### src/rtl/spi_slave_pkg.sv
// Shared constants for the oversampled SPI slave: FSM encoding, default word width, mode helpers.
package spi_slave_pkg;

    localparam int unsigned DEFAULT_DATA_WIDTH = 8;

    localparam logic [0:0] IDLE   = 1'b0;
    localparam logic [0:0] ACTIVE = 1'b1;

    // CPHA value that places the sampling edge on the trailing sclk transition
    localparam logic CPHA_SAMPLE_TRAILING = 1'b1;

endpackage

### src/rtl/spi_sync_edge.sv
// Two-flop synchronizer for an asynchronous pin, with rise/fall pulses taken against a third flop.
module spi_sync_edge #(
    parameter logic RST_VAL = 1'b0
) (
    input  logic clk,
    input  logic rst_n,
    input  logic din,
    output logic sync,
    output logic rise_c,
    output logic fall_c
);

    logic s1;
    logic s2;
    logic s3;

    always_ff @(posedge clk) begin
        if (!rst_n) begin
            s1 <= RST_VAL;
            s2 <= RST_VAL;
            s3 <= RST_VAL;
        end else begin
            s1 <= din;
            s2 <= s1;
            s3 <= s2;
        end
    end

    assign sync   = s2;
    assign rise_c = s2 & ~s3;
    assign fall_c = ~s2 & s3;

endmodule

### src/rtl/spi_slave_core.sv
// Single-lane SPI slave oversampled on pclk: one-entry tx buffer, word-parallel rx/tx client side.
module spi_slave_core
    import spi_slave_pkg::*;
#(
    parameter int unsigned           DATA_WIDTH   = DEFAULT_DATA_WIDTH,
    parameter bit                    CPOL         = 1'b0,
    parameter bit                    CPHA         = 1'b0,
    parameter bit                    MSB_FIRST    = 1'b1,
    parameter logic [DATA_WIDTH-1:0] TX_IDLE_WORD = '1
) (
    input  logic                  pclk,
    input  logic                  areset,
    input  logic                  sclk,
    input  logic                  cs_n,
    input  logic                  mosi,
    output logic                  miso,
    output logic                  miso_oe,
    input  logic [DATA_WIDTH-1:0] tx_data,
    input  logic                  tx_valid,
    output logic                  tx_ready,
    output logic [DATA_WIDTH-1:0] rx_data,
    output logic                  rx_valid,
    output logic                  tx_underrun,
    output logic                  frame_abort,
    output logic                  busy
);

    localparam int unsigned CNT_W  = $clog2(DATA_WIDTH + 1);
    localparam int unsigned TX_BIT = MSB_FIRST ? DATA_WIDTH - 1 : 0;

    logic sclk_lvl_unused, sclk_rise_c, sclk_fall_c;
    logic cs_lvl_unused, cs_rise_c, cs_fall_c;
    logic mosi_s, mosi_rise_unused, mosi_fall_unused;

    spi_sync_edge #(.RST_VAL(CPOL)) u_sync_sclk (
        .clk(pclk), .rst_n(areset), .din(sclk),
        .sync(sclk_lvl_unused), .rise_c(sclk_rise_c), .fall_c(sclk_fall_c)
    );

    spi_sync_edge #(.RST_VAL(1'b1)) u_sync_cs (
        .clk(pclk), .rst_n(areset), .din(cs_n),
        .sync(cs_lvl_unused), .rise_c(cs_rise_c), .fall_c(cs_fall_c)
    );

    spi_sync_edge #(.RST_VAL(1'b0)) u_sync_mosi (
        .clk(pclk), .rst_n(areset), .din(mosi),
        .sync(mosi_s), .rise_c(mosi_rise_unused), .fall_c(mosi_fall_unused)
    );

    // Leading edge leaves the idle level; CPHA picks which edge samples
    logic lead_c, trail_c, sample_c, shift_c;
    assign lead_c   = CPOL ? sclk_fall_c : sclk_rise_c;
    assign trail_c  = CPOL ? sclk_rise_c : sclk_fall_c;
    assign sample_c = (CPHA == CPHA_SAMPLE_TRAILING) ? trail_c : lead_c;
    assign shift_c  = (CPHA == CPHA_SAMPLE_TRAILING) ? lead_c : trail_c;

    logic [0:0]            state_q, state_n;
    logic [CNT_W-1:0]      bit_cnt_q, bit_cnt_n;
    logic [DATA_WIDTH-1:0] rx_shift_q, rx_shift_n;
    logic [DATA_WIDTH-1:0] tx_shift_q, tx_shift_n;
    logic [DATA_WIDTH-1:0] tx_buf_q, tx_buf_n;
    logic [DATA_WIDTH-1:0] rx_data_q, rx_data_n;
    logic                  tx_ready_q, tx_ready_n;
    logic                  rx_valid_q, rx_valid_n;
    logic                  tx_underrun_q, tx_underrun_n;
    logic                  frame_abort_q, frame_abort_n;
    logic                  miso_q, miso_n;
    logic                  load;

    always_ff @(posedge pclk) begin
        if (!areset) begin
            state_q       <= IDLE;
            bit_cnt_q     <= '0;
            rx_shift_q    <= '0;
            tx_shift_q    <= '0;
            tx_buf_q      <= '0;
            rx_data_q     <= '0;
            tx_ready_q    <= 1'b1;
            rx_valid_q    <= 1'b0;
            tx_underrun_q <= 1'b0;
            frame_abort_q <= 1'b0;
            miso_q        <= 1'b0;
        end else begin
            state_q       <= state_n;
            bit_cnt_q     <= bit_cnt_n;
            rx_shift_q    <= rx_shift_n;
            tx_shift_q    <= tx_shift_n;
            tx_buf_q      <= tx_buf_n;
            rx_data_q     <= rx_data_n;
            tx_ready_q    <= tx_ready_n;
            rx_valid_q    <= rx_valid_n;
            tx_underrun_q <= tx_underrun_n;
            frame_abort_q <= frame_abort_n;
            miso_q        <= miso_n;
        end
    end

    always_comb begin
        state_n       = state_q;
        bit_cnt_n     = bit_cnt_q;
        rx_shift_n    = rx_shift_q;
        tx_shift_n    = tx_shift_q;
        tx_buf_n      = tx_buf_q;
        rx_data_n     = rx_data_q;
        tx_ready_n    = tx_ready_q;
        rx_valid_n    = 1'b0;
        tx_underrun_n = 1'b0;
        frame_abort_n = 1'b0;
        load          = 1'b0;
        miso_n        = 1'b0;

        case (state_q)
            IDLE: begin
                if (cs_fall_c) begin
                    state_n   = ACTIVE;
                    bit_cnt_n = '0;
                    load      = 1'b1;
                end
            end
            ACTIVE: begin
                // cs_n release takes priority over a coincident sample edge
                if (cs_rise_c) begin
                    state_n       = IDLE;
                    frame_abort_n = (bit_cnt_q != '0);
                    bit_cnt_n     = '0;
                end else if (sample_c) begin
                    rx_shift_n = MSB_FIRST ? {rx_shift_q[DATA_WIDTH-2:0], mosi_s}
                                           : {mosi_s, rx_shift_q[DATA_WIDTH-1:1]};
                    if (bit_cnt_q == CNT_W'(DATA_WIDTH - 1)) begin
                        rx_data_n  = rx_shift_n;
                        rx_valid_n = 1'b1;
                        bit_cnt_n  = '0;
                        load       = 1'b1;
                    end else begin
                        bit_cnt_n = bit_cnt_q + CNT_W'(1);
                    end
                end else if (shift_c && (bit_cnt_q != '0)) begin
                    tx_shift_n = MSB_FIRST ? (tx_shift_q << 1) : (tx_shift_q >> 1);
                end
            end
            default: state_n = IDLE;
        endcase

        if (load) begin
            if (tx_ready_q) begin
                tx_shift_n    = TX_IDLE_WORD;
                tx_underrun_n = 1'b1;
            end else begin
                tx_shift_n = tx_buf_q;
                tx_ready_n = 1'b1;
            end
        end

        // A write landing in the same cycle as a consume still fills the buffer
        if (tx_valid && tx_ready_q) begin
            tx_buf_n   = tx_data;
            tx_ready_n = 1'b0;
        end

        if (state_n == ACTIVE) begin
            miso_n = tx_shift_n[TX_BIT];
        end
    end

    logic busy_q;
    always_ff @(posedge pclk) begin
        if (!areset) begin
            busy_q <= 1'b0;
        end else begin
            busy_q <= (state_n == ACTIVE);
        end
    end

    assign miso        = miso_q;
    assign miso_oe     = busy_q;
    assign busy        = busy_q;
    assign tx_ready    = tx_ready_q;
    assign rx_data     = rx_data_q;
    assign rx_valid    = rx_valid_q;
    assign tx_underrun = tx_underrun_q;
    assign frame_abort = frame_abort_q;

endmodule

### config.mk
export PLATFORM = sky130hd
export DESIGN_NAME = spi_slave_core
export DESIGN_NICKNAME = d
export VERILOG_FILES = /design/src/rtl/spi_slave_pkg.sv /design/src/rtl/spi_sync_edge.sv /design/src/rtl/spi_slave_core.sv
export SDC_FILE = /design/constraint.sdc
export NUM_CORES = 1
export LEC_CHECK = 0
export ABC_AREA = 1
export BUFFER_PORTS_ARGS = -buffer_cell sky130_fd_sc_hd__buf_2
export CORE_UTILIZATION = 35
export DETAILED_ROUTE_END_ITERATION = 12
export GPL_TIMING_DRIVEN = 0
export PLACE_DENSITY = 0.53
export SLEW_MARGIN = 25
export SYNTH_ARGS = -nofsm -noshare
export SYNTH_HDL_FRONTEND = slang
export SYNTH_SLANG_ARGS = --single-unit
### constraint.sdc
create_clock -name pclk -period 2.2 [get_ports pclk]
set_input_delay 0.11 -clock pclk [delete_from_list [all_inputs] [get_ports pclk]]
set_output_delay 0.11 -clock pclk [all_outputs]
set_load 0.01 [all_outputs]
==> out/results.ini <==
[hold_path]
min_from = tx_data[7]
worstHoldPathCells = 3
hp-class = in -> reg
min_to = tx_buf_q[7]$_SDFFE_PN0P_

[final_layout]
drive_gt1_share_pct = 21.0
final_nets = 325
antenna_cells_inserted = 0
seq_area_um2 = 981
multi_input_area_um2 = 896
fillers = 616
syn_to_final_growth_pct = 17.2

[setup_path]
end_kind = flop
rr_worst_depth = 8
required_ns = 2.39
critPathMaxStageDelay_ns = 0.37
cpMaxStageDelayCell = dfxtp_1
worstReg2RegEnd = tx_shift_q[7]$_SDFF_PN0_
r2r-start = bit_cnt_q[0]$_SDFFE_PN0P_
path_cells = ha_1, nand3_1, nor2_1, nand2_4, nand2_8, nand2_1, nand2_1, nor2_1
cp_data_arrival_time_ns = 1.66
critPathKind = reg -> reg
r2r_slack_ns = 0.74
crit_fanout = 10
critPathLaunchType = flop

[cts]
cts_root_buf = clkbuf_8
htreeDepth = 2
cts.clk_slew.worst_paths_ns = 0.10
cts_tree = done
cts_buffers = 5
cts.sinks = 49
clockBufferDepth = 2
clk_latency_ns = 0.30

[sta]
hold_violations = 0
setup_tns_ns = 0
max_freq_mhz = 683
setup_viol = 0
period_minus_slack_ns = 1.46
maxSlewHeadroom_pct = 74.4
tightest_slew_ns = 0.383
clock_skew_ns = 0.00917
drv_slew = 0
rsz0062_at_grt = no
final.period_utilization_pct = 66.5
whs_ns = 0.0477

[yosys]
synth_edf_count = 0
synthTopCellsByArea = dfxtp_1 47%, nand2_1 9.4%, nor2_1 6.7%, inv_1 6.4%, o21ai_0 5.6%
synth-main-ff-cell = dfxtp_1
syn_inst = 272
yosysMostFrequentCell = nand2_1
syn_area_per_cell_um2 = 7.60
ys_warn_count = 0
ys_ff_latch = 49
synth_top_area_share_pct = 47.5
async_flop_share_pct = 0
yosysSeqAreaShare_pct = 47.5
yosys.area.top_type = dfxtp_1
synth_nets = 288
yosys-top-cells-count = 52 x nand2_1, 49 x dfxtp_1, 37 x nor2_1, 35 x inv_1, 23 x o21ai_0
synth_area_mm2 = 0.00207
synth.distinct_cells = 26

[flow_run]
cap_viol_max_count = 0

[route]
drc = 0
vias_per_cell = 4.42
firstDrtPassIters = 4
ant_nets = 0
wl_per_cell_um = 11.0
wirelength_um = 4200
vias = 1690
dr.first_iter.drc_count = 125

[die]
die_h_um = 78.9
dieWidth_um = 78.9
rows = 27
core_mm2 = 0.00561
io_pins = 29
initial_core_util_pct = 36.9
die-area_mm2 = 0.00622

[global_routing]
grt_usage_pct = 14.7
antenna_found_initial = 0
grt_pass1_vias = 1516
grt_max_degree = 17
grt_first_pass_wirelength_um = 7110
grt_overflow = 0

[outcome]
status = finished, final reports clean

[place]
portBuffers = 27
hpwl_um = 2950
gp_congestion = 0.753

[power_and_ir_drop]
p_leak_nw = 1.18
p_per_area_mw_per_mm2 = 688
vdd_drop_max_mv = 0.359

worst max path at each step:
stage               depth (start not counted)                       from                         end  slack [ns]
finish                                      8  bit_cnt_q[0]$_SDFFE_PN0P_    tx_shift_q[7]$_SDFF_PN0_        0.74
global route                                9  bit_cnt_q[0]$_SDFFE_PN0P_  tx_shift_q[5]$_SDFFE_PN0P_        0.55
CTS                                         9  bit_cnt_q[0]$_SDFFE_PN0P_    tx_shift_q[7]$_SDFF_PN0_        0.72
detailed placement                          8  bit_cnt_q[0]$_SDFFE_PN0P_    tx_shift_q[7]$_SDFF_PN0_        0.74
global placement                            8  bit_cnt_q[0]$_SDFFE_PN0P_    tx_shift_q[7]$_SDFF_PN0_        0.76
floorplan                                   9  bit_cnt_q[0]$_SDFFE_PN0P_  tx_shift_q[1]$_SDFFE_PN0P_        0.95
registers in the layout (all words and copies together) (netlist names), 4 cells and up:
name	flops
tx_buf_q	8
rx_data	8
bit_cnt_q	4
tx_shift_q	8
rx_shift_q	7
repair_timing:
item	in CTS	in global routing
endpoints found under the hold margin	3	0
setup buffers	0	0
resized for setup	0	0
hold buffers	3	0
cells in the final DEF, fill, tap and decap left out, types with 2 or more instances in the layout:
master	Yosys	layout
nand2_2	5	5
inv_2	4	4
clkbuf_8	0	6
ha_1	2	2
nand2_1	52	52
nand2_4	3	3
inv_1	35	35
nor2_4	5	5
nor3_1	3	3
o21ai_0	23	23
clkbuf_1	2	2
dlygate4sd3_1	0	3
a21oi_1	18	18
buf_4	2	2
dfxtp_1	49	49
nor2_1	37	37
nand3_1	18	18
buf_2	3	30
or2_2	2	2
kinds of logic (layout without fill, tap and decap cells):
logic type      count (synthesis)  after routing  synth area share [%]
flops                          49             49                  47.5
buf+inv                        47             85                  9.20
simple gates                  128            128                  30.0
fa+ha+maj                       2              2                  1.21
compound gates                 46             46                  12.2
power breakdown:
part	leakage (nW)	switching, mW	internal, mW	total (mW)
combinational	0.729	0.0967	0.0570	0.154
sequential	0.400	0.0152	0.919	0.934
clock	0.0518	0.317	0.262	0.578
layer usage:
| layer | up-vias | share of wire, % | track usage [%] |
|---|---|---|---|
| li1 | 920 | - | - |
| met1 | 738 | 53 | 20.2 |
| met3 | 4 | 2.9 | 3.45 |
| met2 | 28 | 42 | 22.8 |
| met5 | - | 0 | 0 |
| met4 | 0 | 1.2 | 4.36 |
through the flow:
| step | setup WS (ns) | cells | area [um2] | total power [mW] | utilization [%] |
|---|---|---|---|---|---|
| 2_1_floorplan | 0.948 | 272 | 2070 | 1.06 | - |
| 3_3_place_gp | 0.758 | 371 | 2290 | 1.10 | 40.9 |
| 3_5_place_dp | 0.739 | 371 | 2290 | 1.11 | 40.9 |
| 4_1_cts | 0.720 | 382 | 2420 | 1.69 | 43.2 |
| 5_1_grt | 0.545 | 382 | 2420 | 1.75 | 43.2 |
| 6_report | 0.737 | 382 | 2420 | 1.67 | 43.2 |
worst max-delay path: cells and delay by family (launching register included):
| kind | cells | cell delay, ns |
|---|---|---|
| fa+ha+maj | 1 | 0.22 |
| flops | 1 | 0.37 |
| simple gates | 7 | 0.77 |
area by class of cell:
| class | count | area share (%) |
|---|---|---|
| sequential | 49 | 40.5 |
| multi-input combinational | 176 | 37.0 |
| timing repair buffer | 30 | 6.82 |
| inverter | 40 | 6.30 |
| tap | 72 | 3.72 |
| clock buffer | 6 | 3.41 |
| buffer | 7 | 1.55 |
| clock inverter | 2 | 0.723 |
No activity file was read; power rests on OpenSTA's default activity.
